File: src/rtl/bf16_to_int16_conv.sv
// Unpacks a 4-lane BF16 word into four signed 16-bit fixed-point integers, one lane per cycle.
// Optional build macro BF16_CONV_RNE_EN selects round-to-nearest-even instead of truncation.
module bf16_to_int16_conv #(
   parameter int unsigned LANES  = 4,
   parameter int unsigned FRAC_W = 4
) (
   input  logic                     clk,
   input  logic                     reset,
   input  logic                     in_valid,
   output logic                     in_ready,
   input  logic [LANES*16-1:0]      in_data,
   input  logic [FRAC_W-1:0]        frac_bits,
   output logic                     out_valid,
   input  logic                     out_ready,
   output logic [LANES*16-1:0]      out_data,
   output logic [LANES-1:0]         out_sat,
   output logic                     busy
);

   localparam int unsigned LANE_W = 16;
   localparam int unsigned DATA_W = LANES * LANE_W;
   localparam int unsigned K_W    = 11;

   typedef enum logic [1:0] {
      IDLE = 2'd0,
      CONV = 2'd1,
      DONE = 2'd2
   } state_t;

   state_t                state;
   logic [1:0]            lane_cnt;
   logic [DATA_W-1:0]     data_q;
   logic [FRAC_W-1:0]     frac_q;

   logic [LANE_W-1:0]     lane_bits;
   logic                  sgn;
   logic [7:0]            ex;
   logic [6:0]            mant;
   logic [7:0]            sig;
   logic signed [K_W-1:0] k;
   logic [3:0]            rsh;
   logic [2:0]            lsh;
   logic [15:0]           int_part;
   logic                  round_up;
   logic [16:0]           mag;
   logic [LANE_W-1:0]     lane_res;
   logic                  lane_sat;
`ifdef BF16_CONV_RNE_EN
   logic [15:0]           shifted;
`endif

   // Per-lane BF16 -> int16 conversion for the lane currently selected by lane_cnt
   always_comb begin
      lane_bits = data_q[{lane_cnt, 4'b0000} +: LANE_W];
      sgn       = lane_bits[15];
      ex        = lane_bits[14:7];
      mant      = lane_bits[6:0];
      sig       = {1'b1, mant};
      k         = $signed(K_W'({3'b000, ex}) + K_W'(frac_q)) - 11'sd127;
      rsh       = 4'd0;
      lsh       = 3'd0;
      int_part  = 16'd0;
      round_up  = 1'b0;
      lane_res  = 16'd0;
      lane_sat  = 1'b0;
`ifdef BF16_CONV_RNE_EN
      shifted   = 16'd0;
`endif

      // Magnitude below 2^15: right shift keeps guard/sticky bits, left shift is exact
      if (k >= -11'sd1 && k <= 11'sd6) begin
         rsh = 4'(11'sd7 - k);
`ifdef BF16_CONV_RNE_EN
         shifted  = {sig, 8'h00} >> rsh;
         int_part = {8'h00, shifted[15:8]};
         round_up = shifted[7] & ((|shifted[6:0]) | shifted[8]);
`else
         int_part = {8'h00, sig >> rsh};
`endif
      end else if (k >= 11'sd7 && k <= 11'sd14) begin
         lsh      = 3'(k - 11'sd7);
         int_part = {8'h00, sig} << lsh;
      end

      mag = {1'b0, int_part} + 17'(round_up);

      if (ex == 8'h00) begin
         lane_res = 16'h0000;
         lane_sat = 1'b0;
      end else if (ex == 8'hFF) begin
         lane_sat = 1'b1;
         if (mant != 7'd0) begin
            lane_res = 16'h0000;
         end else begin
            lane_res = sgn ? 16'h8000 : 16'h7FFF;
         end
      end else if (k >= 11'sd15) begin
         // Exactly -32768 is representable, everything else clamps with a flag
         if (sgn) begin
            lane_res = 16'h8000;
            lane_sat = !(k == 11'sd15 && mant == 7'd0);
         end else begin
            lane_res = 16'h7FFF;
            lane_sat = 1'b1;
         end
      end else if (mag >= 17'd32768) begin
         if (sgn) begin
            lane_res = 16'h8000;
            lane_sat = (mag != 17'd32768);
         end else begin
            lane_res = 16'h7FFF;
            lane_sat = 1'b1;
         end
      end else begin
         lane_res = sgn ? (16'd0 - mag[15:0]) : mag[15:0];
         lane_sat = 1'b0;
      end
   end

   // Handshake FSM: accept in IDLE, one lane per edge in CONV, hold result in DONE
   always_ff @(posedge clk or posedge reset) begin
      if (reset) begin
         state     <= IDLE;
         lane_cnt  <= 2'd0;
         data_q    <= '0;
         frac_q    <= '0;
         out_valid <= 1'b0;
         out_data  <= '0;
         out_sat   <= '0;
         in_ready  <= 1'b1;
         busy      <= 1'b0;
      end else begin
         case (state)
            IDLE: begin
               if (in_valid) begin
                  data_q   <= in_data;
                  frac_q   <= frac_bits;
                  out_sat  <= '0;
                  lane_cnt <= 2'd0;
                  in_ready <= 1'b0;
                  busy     <= 1'b1;
                  state    <= CONV;
               end
            end
            CONV: begin
               out_data[{lane_cnt, 4'b0000} +: LANE_W] <= lane_res;
               out_sat[lane_cnt]                       <= lane_sat;
               lane_cnt                                <= lane_cnt + 2'd1;
               if (lane_cnt == 2'd3) begin
                  out_valid <= 1'b1;
                  state     <= DONE;
               end
            end
            DONE: begin
               if (out_ready) begin
                  out_valid <= 1'b0;
                  in_ready  <= 1'b1;
                  busy      <= 1'b0;
                  state     <= IDLE;
               end
            end
            default: begin
               out_valid <= 1'b0;
               in_ready  <= 1'b1;
               busy      <= 1'b0;
               state     <= IDLE;
            end
         endcase
      end
   end

endmodule
File: config.mk
export PLATFORM = sky130hd
export DESIGN_NAME = bf16_to_int16_conv
export DESIGN_NICKNAME = d
export VERILOG_FILES = /design/src/rtl/bf16_to_int16_conv.sv
export SDC_FILE = /design/constraint.sdc
export NUM_CORES = 1
export LEC_CHECK = 0
export ABC_CLOCK_PERIOD_IN_PS = 5300
export CAP_MARGIN = 40
export CORE_ASPECT_RATIO = 1.4
export CORE_MARGIN = 3
export CORE_UTILIZATION = 48
export DETAILED_ROUTE_END_ITERATION = 7
export GPL_TIMING_DRIVEN = 0
export HOLD_SLACK_MARGIN = 0.12
export PLACE_DENSITY = 0.77
export SYNTH_ARGS = -nofsm -noshare
export SYNTH_HDL_FRONTEND = slang
export SYNTH_SLANG_ARGS = --single-unit
File: constraint.sdc
create_clock -name clk -period 5.3 [get_ports clk]
set_clock_uncertainty 0.2 [all_clocks]
set_input_delay 0.53 -clock clk [delete_from_list [all_inputs] [get_ports clk]]
set_output_delay 0.53 -clock clk [all_outputs]
set_load 0.05 [all_outputs]
==> implementation parameters, run 1 <==
Parameter                              Value

STA
  Count of final setup violators ... 0
  Transition at the pin with the smallest max-transition slack ... between 0.9 and 1 ns
  Peak Freq ... 0.196 GHz
  RSZ-0062 raised after global routing ... no
  Final period util ... between 90% and 100%
  Shortest clock period the worst path allows after layout ... between 5 and 6 ns
  Number of hold-slack violations in the final timing report ... 0
  Headroom to the max-slew limit ... between 30 and 40%
  Setup Total Neg Slack ... 0 ns
  Number of pins with negative max-slew slack in the final report ... 0

Clock network
  H-tree depth ... 4
  Clock latency on the worst-skew pair ... 0.43 ns
  Clk buf depth ... 2
  Num CTS Buffers ... 17
  Hold-fix buffers, CTS ... 0
  CTS clk-pin slew, worst paths ... 0.06 ns
  TritonCTS clock tree ... built
  Sinks on Clock Net ... approximately 140
  Master cell of the clock root buffer ... sky130_fd_sc_hd__clkbuf_16

Floorplan
  Effective utilization at floorplan ... 49.6%
  Ports placed on the boundary ... around 140
  Width of the die ... between 100 and 150 um
  Core region area ... between 15,000 and 20,000 um2
  Die height ... ~160 um
  DIE AREA ... roughly 18,000 um2
  Standard-cell row count ... 55

Layout
  Fraction of layout instances using a drive strength above 1 ... around 15%
  Number of inserted diodes ... 0
  Count of fill cells added during filler insertion ... about 1,300
  Number of nets in the final layout ... around 1,100
  Synthesis-to-layout area growth ... 35.0%

GRT
  Overall global routing resource usage ... 27.1%
  First-pass GRT wire length ... 39.4 mm
  GR Layer Usage met1 ... between 30% and 40%
  GR Util met2 ... about 47%
  Fraction of met3 tracks used by global routing ... ~4.5%
  Total congestion overflow after global routing ... 0
  Antenna violations before repair ... 0
  Maximum number of pins on one net before global-route repair ... a little under 80
  Number of global-route vias before repair ... about 7,500
  Busiest layer in global routing ... met2

Hold path
  Worst hold path class ... register to register

Synth
  Cell types with the largest area share after synthesis ... sky130_fd_sc_hd__dfrtp_1 44%, sky130_fd_sc_hd__nand2_1 13%, sky130_fd_sc_hd__mux4_2 5.9%, sky130_fd_sc_hd__mux2i_1 2.8%, sky130_fd_sc_hd__a32o_1 2.5%
  Commonest cells in the netlist ... 289 x sky130_fd_sc_hd__nand2_1, 142 x sky130_fd_sc_hd__dfrtp_1, 46 x sky130_fd_sc_hd__nor2_1
  Number of enable-type register cells in the synthesized netlist ... 0
  Top-area cell type share of the netlist area ... between 40% and 50%
  Cell type with the highest aggregate area in the netlist ... sky130_fd_sc_hd__dfrtp_1
  Average cell area after synthesis ... about 9 um2
  Area of the mapped netlist ... approximately 8100 um2
  Most frequent cell after synthesis ... sky130_fd_sc_hd__nand2_1
  Sequential element share of the synthesized area ... roughly 44%
  Syn Nets ... between 900 and 1,000
  Yosys reg bits ... about 140
  Synth Flop Type ... sky130_fd_sc_hd__dfrtp_1
  Synth warn ... 0
  Proportion of register bits with asynchronous set or reset after synthesis ... 100%
  Synth unique cells ... 81
  Syn Inst Count ... around 870

Worst setup path
  Worst path required time ... approximately 5.4 ns
  Crit start category ... register
  Arrival time of data at the critical path endpoint ... around 5.2 ns
  Highest net fanout along the worst path ... 7
  CP endpoint kind ... register
  Critical path class ... register to register

Run
  Number of violations of the max-capacitance limit ... 0

Place
  Placer congestion estimate ... 0.967
  Number of port buffers ... between 100 and 150
  Placed wire-length estimate ... between 15 and 20 mm

Routing
  Violation count after the first detailed-routing iteration ... between 500 and 600
  Post-Route WL ... 24.6 mm
  Remaining DRCs ... 0
  Vias per cell ... between 5 and 6
  Post-route ant nets ... 0
  DR pass1 iterations ... 5
  Overall via count from detail_route ... between 7,000 and 8,000
  Routed len/inst ... between 15 and 20 um

Run status
  Status ... finished, final reports clean
==> cells in the final DEF (no fill, tap or decap), types with 15 or more instances in the layout <==
master / Yosys / final
sky130_fd_sc_hd__o21ai_0: 39 / 37
sky130_fd_sc_hd__a32o_1: 20 / 20
sky130_fd_sc_hd__clkbuf_16: 0 / 17
sky130_fd_sc_hd__nand3_1: 19 / 19
sky130_fd_sc_hd__clkbuf_1: 36 / 29
sky130_fd_sc_hd__nand2_1: 289 / 288
sky130_fd_sc_hd__a21oi_1: 23 / 21
sky130_fd_sc_hd__clkdlybuf4s50_1: 0 / 142
sky130_fd_sc_hd__mux4_2: 21 / 21
sky130_fd_sc_hd__nor2_1: 46 / 41
sky130_fd_sc_hd__dfrtp_1: 142 / 141
sky130_fd_sc_hd__o21ai_1: 14 / 15
sky130_fd_sc_hd__mux2i_1: 23 / 15
sky130_fd_sc_hd__buf_4: 0 / 32
==> routing by layer <==
layer / vias to the layer above / wire length [um]
met5: - / 0
met4: 0 / 1280
met3: 89 / 1250
met2: 330 / 12700
met1: 3602 / 9320
li1: 3497 / -
==> registers in the layout (all words and copies together) (netlist names) <==
name / cells
busy: 1
out_data: 64
in_ready: 1
data_q: 64
frac_q: 4
out_sat: 4
out_valid: 1
state: 2
lane_cnt: 2
==> final cells by class <==
cell class	count	area (um2)	area share [%]
well taps	199	249	2.28
inverters	17	75.1	0.688
flip-flops and latches	143	3580	32.8
repair buffers	175	1690	15.5
plain buffers	41	231	2.12
clock buffers	18	439	4.03
clock inverters	14	206	1.89
multi-input cells	667	4430	40.6
==> path summary, 6_finish.rpt <==
path	from	to	slack, ns	cells past startpoint
worst max-delay path	lane_cnt[0]	out_data[30]	0.19	19
worst min-delay path	data_q[15]	data_q[15]	0.27	2
worst max register to register	lane_cnt[0]	out_data[30]	0.19	19
worst min register to register	data_q[15]	data_q[15]	0.27	2
max in group asynchronous	reset	in_ready	3.74	3
min in group asynchronous	reset	out_data[43]	0.37	2
==> what timing repair did <==
item,in CTS,in global routing
endpoints found under the setup margin,64,55
buffers inserted,26,5
cloned,0,0
pin swaps,22,13
resized for setup,53,15
==> critical path: stages (launching register included) <==
cell,delay [ns]
sky130_fd_sc_hd__dfrtp_2,0.47
sky130_fd_sc_hd__buf_12,0.14
sky130_fd_sc_hd__buf_12,0.10
sky130_fd_sc_hd__mux4_2,0.52
sky130_fd_sc_hd__inv_2,0.10
sky130_fd_sc_hd__ha_4,0.13
sky130_fd_sc_hd__inv_2,0.03
sky130_fd_sc_hd__fa_2,0.56
sky130_fd_sc_hd__ha_4,0.24
sky130_fd_sc_hd__buf_8,0.14
sky130_fd_sc_hd__mux4_2,0.29
sky130_fd_sc_hd__mux2i_2,0.27
sky130_fd_sc_hd__o22ai_1,0.16
sky130_fd_sc_hd__mux2i_1,0.19
sky130_fd_sc_hd__nand2_1,0.11
sky130_fd_sc_hd__a211o_1,0.35
sky130_fd_sc_hd__a221oi_4,0.40
sky130_fd_sc_hd__mux2i_1,0.26
sky130_fd_sc_hd__nor2_2,0.10
sky130_fd_sc_hd__a22o_1,0.22
==> cells by family after synthesis <==
kind of cell	synth area share, %
AO/OA/AOI/OAI	16.5
XOR/XNOR	0.434
multiplexers	11.0
buffers and inverters	3.48
AND/OR/NAND/NOR	22.0
flip-flops	44.3
adder cells (fa/ha/maj)	2.26
==> metrics by stage <==
step	utilization (%)	cell area, um2	hold WS (ns)	worst slack (ns)	instances
floorplan	-	8100	0.237	0.00188	872
global route	66.9	10900	0.300	0.0241	1274
global placement	59.9	9770	0.252	-1.51	1213
detailed placement	60.2	9810	0.259	-1.13	1215
CTS	66.7	10900	0.274	-0.0441	1272
finish	66.9	10900	0.270	0.190	1274
Power of run 1 is not shown: default switching activity piles up to over one toggle a cycle in this logic, so the estimate is an artifact.
==> inputs of run 2 (changes only) <==
CORE_MARGIN = default   (was 3)
TNS_END_PERCENT = 30   (was default)
==> run 2 against run 1 <==
Register-to-register slack about the same. Fmax shrank 0.22%. Global-route usage increased by 2.6 points. Highest routed layer unchanged. Critical endpoint is now out_data[8]. The run now ends with DRC left. Cell count is the same.
==> implementation parameters, run 2 (synthesis results as in run 1) <==
Parameter                              Value

Layout
  Fraction of layout instances using a drive strength above 1 ... between 10% and 20%
  Filler-free cell count of the finished design ... roughly 1,300
  Synthesis-to-layout area growth ... 35.0%
  Core utilization of the finished layout ... approximately two thirds
  Number of nets in the final layout ... about 1,100
  Number of inserted diodes ... 0
  Leading cell types in the layout, fill and taps excluded ... 288 x sky130_fd_sc_hd__nand2_1, 142 x sky130_fd_sc_hd__clkdlybuf4s50_1, 141 x sky130_fd_sc_hd__dfrtp_1
  Most frequent standard cell in the layout excluding fill and tap cells ... sky130_fd_sc_hd__nand2_1
  Registers with the highest flip-flop counts ... data_q: 64 flops, out_data: 64 flops

Clock network
  Sinks on Clock Net ... 143
  Hold-fix buffers, CTS ... 0
  Clk buf depth ... 2
  Master cell of the clock root buffer ... sky130_fd_sc_hd__clkbuf_16
  Num CTS Buffers ... 17
  H-tree depth ... 4
  CTS clk-pin slew, worst paths ... ~0.060 ns
  Clock latency on the worst-skew pair ... 0.43 ns
  TritonCTS clock tree ... built

Worst setup path
  Most repeated library cell on the critical path ... sky130_fd_sc_hd__buf_4
  Arrival time of data at the critical path endpoint ... approximately 5.3 ns
  Cell with the biggest individual delay on the critical path ... sky130_fd_sc_hd__fa_2
  CP endpoint kind ... register
  Start of the worst register-to-register path ... lane_cnt[0]
  Critical path class ... register to register
  Highest net fanout along the worst path ... 7
  Worst path required time ... around 5.5 ns
  Reg2Reg Depth ... 22
  R2r setup slk ... 0.18 ns
  Crit path launch ... lane_cnt[0]
  End of the worst register-to-register path ... out_data[8]
  Critical Path, Cell by Cell ... buf_12, mux4_2, inv_2, ha_4, inv_2, fa_2, ha_4, buf_8, mux4_1, mux2i_4, o22ai_1, mux2i_1, buf_4, buf_4, buf_4, buf_4, buf_4, o32ai_1, nand2_1, nand4_1, mux2i_2, a32o_1
  Timing endpoint of the critical path ... out_data[8]
  Crit start category ... register
  Critical path's largest stage delay ... 0.56 ns

STA
  Final period util ... 96.6%
  Headroom to the max-slew limit ... between 30% and 40%
  Transition at the pin with the smallest max-transition slack ... between 0.9 and 1 ns
  Count of final setup violators ... 0
  Setup ws final ... about 0.18 ns
  Hold WS ... around 0.27 ns
  Peak Freq ... 0.195 GHz
  Number of hold-slack violations in the final timing report ... 0
  Number of pins with negative max-slew slack in the final report ... 0
  Shortest clock period the worst path allows after layout ... about 5.1 ns

Floorplan
  Width of the die ... 112 um
  Ports placed on the boundary ... ~140
  DIE AREA ... between 15,000 and 20,000 um2
  Core region area ... about 16,000 um2
  Effective utilization at floorplan ... between 40% and 50%
  Standard-cell row count ... between 50 and 60
  Die height ... about 160 um

GRT
  First-pass GRT wire length ... just under 40 mm
  Antenna violations before repair ... 0
  Maximum number of pins on one net before global-route repair ... 73
  Number of global-route vias before repair ... 7,559
  Total congestion overflow after global routing ... 0
  Overall global routing resource usage ... about 30%

Routing
  Overall via count from detail_route ... 7,569
  Post-Route WL ... 24.8 mm
  DR pass1 iterations ... 8
  Violation count after the first detailed-routing iteration ... between 500 and 600
  Remaining DRCs ... 12
  Routed len/inst ... roughly 20 um
  Post-route ant nets ... 0
  Vias per cell ... 5.94

Place
  Placer congestion estimate ... ~0.99
  Post-placement cell count ... 1,216
  Pre-CTS WS ... -0.997 ns
  Number of port buffers ... approximately 140
  Placed wire-length estimate ... 17.8 mm

Run status
  Violations in the final reports ... DRC
  Status ... complete, but fails checks

Hold path
  Worst hold path class ... register to register

Run
  Number of violations of the max-capacitance limit ... 0
-- run 2: worst min path at each step --
stage                 startpoint           end  slack, ns  cells after the start
global route          data_q[29]    data_q[29]       0.30                      2
floorplan             data_q[27]    data_q[27]       0.24                      2
finish              out_data[34]  out_data[34]       0.27                      2
detailed placement     data_q[9]     data_q[9]       0.26                      2
global placement      data_q[28]    data_q[28]       0.25                      2
CTS                   data_q[24]    data_q[24]       0.28                      2
-- run 2: cell type report --
type / count / area (um2)
Timing Repair Buffer: 177 / 1730
Tap cell: 199 / 249
Inverter: 17 / 73.8
Sequential cell: 143 / 3580
Fill cell: 1254 / 5400
Clock buffer: 17 / 425
Buffer: 40 / 211
Clock inverter: 14 / 181
Multi-Input combinational cell: 667 / 4450
-- run 2: repair_timing --
action | 4_1_cts | 5_1_grt
pin swaps | 20 | 10
cloned | 0 | 0
gates resized for setup | 56 | 13
setup endpoints to repair | 64 | 53
buffers inserted | 22 | 9
-- run 2: through the flow --
stage / setup TNS (ns) / area (um2)
floorplan: 0 / 8100
global placement: -194.92 / 9770
detailed placement: -45.70 / 9840
CTS: -0.0693 / 10900
global route: -0.116 / 10900
finish: 0 / 10900
-- run 2: metal layers --
metal	share of wire (%)	GRT usage, %	vias to the layer above	routed length [um]
met1	38	33.6	3619	9290
met2	51	52.2	346	12700
met5	0	0	-	0
li1	-	-	3511	-
met3	5.4	4.86	93	1350
met4	5.6	18.5	0	1400
-- run 2: worst max-delay path, delay by kind of cell (launching register included) --
kind            cells  cell delay [ns]
compound gates      3             0.66
fa+ha+maj           3             0.94
mux                 5             1.35
simple gates        2             0.35
flops               1             0.46
buf+inv             9             1.06
Power of run 2 is left out for the same reason.
==> inputs of run 3 (changes only) <==
CORE_MARGIN = 1.5   (was default)
==> run 3 against run 2 <==
The run now ends clean. Wire length fell by 0.58%. First-iteration DRC count shrank 13%. Sequential share of layout area shrank 0.30 points. Cell count increased by 0.55%. Utilization up 0.62 points. Setup slack got worse by 0.038 ns. Clock-buffer cell count grew 2. Die area rose by 1.5%. Design area rose by 0.93%.
==> implementation parameters, run 3 (synthesis results as in run 1) <==
Parameter                              Value

GRT
  Antenna violations before repair ... 0
  Fraction of met3 tracks used by global routing ... 3.83%
  Maximum number of pins on one net before global-route repair ... 76
  Overall global routing resource usage ... 29.0%
  GR Util met2 ... 52.5%
  GR Layer Usage met1 ... approximately 33%
  Total congestion overflow after global routing ... 0
  First-pass GRT wire length ... 39.8 mm
  Busiest layer in global routing ... met2
  Number of global-route vias before repair ... around 7,600

Place
  Placed Instance Area ... 9810 um2
  Number of port buffers ... around 140
  Placer congestion estimate ... slightly below 1
  Placed wire-length estimate ... ~18 mm

Floorplan
  Standard-cell row count ... 55
  Effective utilization at floorplan ... 49.6%
  Core region area ... around 16,000 um2
  DIE AREA ... about 18,000 um2
  Die height ... 157 um
  Ports placed on the boundary ... 143
  Width of the die ... between 100 and 150 um

Clock network
  Clock latency on the worst-skew pair ... around 0.42 ns
  H-tree depth ... 4
  Sinks on Clock Net ... about 140
  Num CTS Buffers ... 17
  Hold-fix buffers, CTS ... 0
  Clk buf depth ... 2
  CTS clk-pin slew, worst paths ... ~0.060 ns
  Master cell of the clock root buffer ... sky130_fd_sc_hd__clkbuf_16
  TritonCTS clock tree ... built

STA
  Hold WS ... roughly 0.28 ns
  Headroom to the max-slew limit ... approximately 40%
  Number of pins with negative max-slew slack in the final report ... 0
  Transition at the pin with the smallest max-transition slack ... a little under 0.9 ns
  Number of hold-slack violations in the final timing report ... 0
  Final period util ... 97.3%
  Count of final setup violators ... 0
  Shortest clock period the worst path allows after layout ... between 5 and 6 ns
  Peak Freq ... 0.194 GHz

Run
  Number of violations of the max-capacitance limit ... 0

Worst setup path
  Start of the worst register-to-register path ... lane_cnt[1]
  Cell with the biggest individual delay on the critical path ... sky130_fd_sc_hd__fa_2
  Worst path required time ... about 5.4 ns
  CP endpoint kind ... register
  Critical Path, Cell by Cell ... buf_2, mux4_2, inv_2, ha_4, inv_2, fa_2, ha_4, buf_8, mux4_2, mux2i_4, nand2_1, a31oi_4, nand2_1, a211o_1, a221oi_4, a21o_1, nand3b_4, a32o_1
  Top delay family on crit path ... compound AO/OA/AOI/OAI gates
  Crit start category ... register
  R2r setup slk ... 0.14 ns
  Arrival time of data at the critical path endpoint ... approximately 5.3 ns
  Critical path's largest stage delay ... 0.57 ns
  End of the worst register-to-register path ... out_data[26]
  Critical path class ... register to register
  Highest net fanout along the worst path ... 19
  Worst path bufs/invs ... 4
  Reg2Reg Depth ... 18

Layout
  Fraction of layout instances using a drive strength above 1 ... between 10% and 20%
  Leading cell types in the layout, fill and taps excluded ... 288 x sky130_fd_sc_hd__nand2_1, 142 x sky130_fd_sc_hd__clkdlybuf4s50_1, 141 x sky130_fd_sc_hd__dfrtp_1
  Post-Layout Inst Area ... ~11,000 um2
  Registers with the highest flip-flop counts ... data_q: 64 flops, out_data: 64 flops
  Synthesis-to-layout area growth ... 36.2%
  Most frequent standard cell in the layout excluding fill and tap cells ... sky130_fd_sc_hd__nand2_1
  Number of nets in the final layout ... between 1,000 and 1,500
  Number of inserted diodes ... 0

Routing
  Remaining DRCs ... 0
  Vias per cell ... ~6
  Post-Route WL ... approximately 25 mm
  Routed len/inst ... 19.2 um
  Post-route ant nets ... 0
  Violation count after the first detailed-routing iteration ... roughly 520
  Overall via count from detail_route ... around 7,600
  DR pass1 iterations ... 5

Hold path
  Worst min-delay path endpoint ... data_q[57]
  Worst hold path class ... register to register
  Hold path cells ... 2
  Hold_sp ... data_q[57]

Run status
  Status ... finished, final reports clean
==> run 3: changes by cell type in the layout (fill, tap and decap cells not counted), moves of 2 or more <==
| cell | before | now |
|---|---|---|
| sky130_fd_sc_hd__a31oi_1 | 4 | 2 |
| sky130_fd_sc_hd__buf_12 | 1 | 3 |
| sky130_fd_sc_hd__buf_2 | 2 | 5 |
| sky130_fd_sc_hd__buf_4 | 31 | 36 |
| sky130_fd_sc_hd__clkbuf_2 | 2 | 0 |
| sky130_fd_sc_hd__clkbuf_8 | 1 | 3 |
==> run 3: cell type report <==
cell class	instances	area, um2
Timing Repair Buffer	182	1760
Buffer	41	235
Clock buffer	19	453
Tap cell	199	249
Clock inverter	13	151
Fill cell	1298	5300
Inverter	17	77.6
Multi-Input combinational cell	667	4510
Sequential cell	143	3580
==> run 3: what timing repair did <==
action                     CTS  global route
pin swaps                   19            18
setup endpoints to repair   64            52
buffers inserted            27            10
resized for setup           52            30
==> run 3: worst min-delay path: cells and delay by family (launching register included) <==
kind | cells | cell delay, ns
flip-flops | 1 | 0.34
AND/OR/NAND/NOR | 2 | 0.10
==> run 3: how the worst max path moves through the flow <==
stage | depth (start not counted) | slack [ns] | end | from
final | 18 | 0.14 | out_data[26] | lane_cnt[1]
after global routing | 18 | -0.03 | out_data[26] | lane_cnt[1]
after CTS | 22 | -0.04 | out_data[26] | lane_cnt[0]
after detailed placement | 22 | -1.13 | out_data[24] | lane_cnt[0]
after global placement | 2 | -1.52 | lane_cnt[0] | reset
after floorplan | 22 | 0.002 | out_data[20] | lane_cnt[0]
==> run 3: metrics by stage <==
stage	TNS (ns)	cells	setup WS, ns	util, %
floorplan	0	872	0.00188	-
global placement	-202.08	1213	-1.52	59.9
detailed placement	-48.99	1215	-1.13	60.1
CTS	-0.171	1273	-0.0374	66.4
global route	-0.0387	1281	-0.0290	67.5
finish	0	1281	0.141	67.5
==> run 3: metal layers <==
| layer | vias to the layer above | wire length [um] |
|---|---|---|
| met5 | - | 0 |
| met4 | 0 | 1250 |
| met3 | 79 | 1120 |
| met2 | 304 | 12900 |
| met1 | 3671 | 9370 |
| li1 | 3521 | - |
Power of run 3 is left out for the same reason.
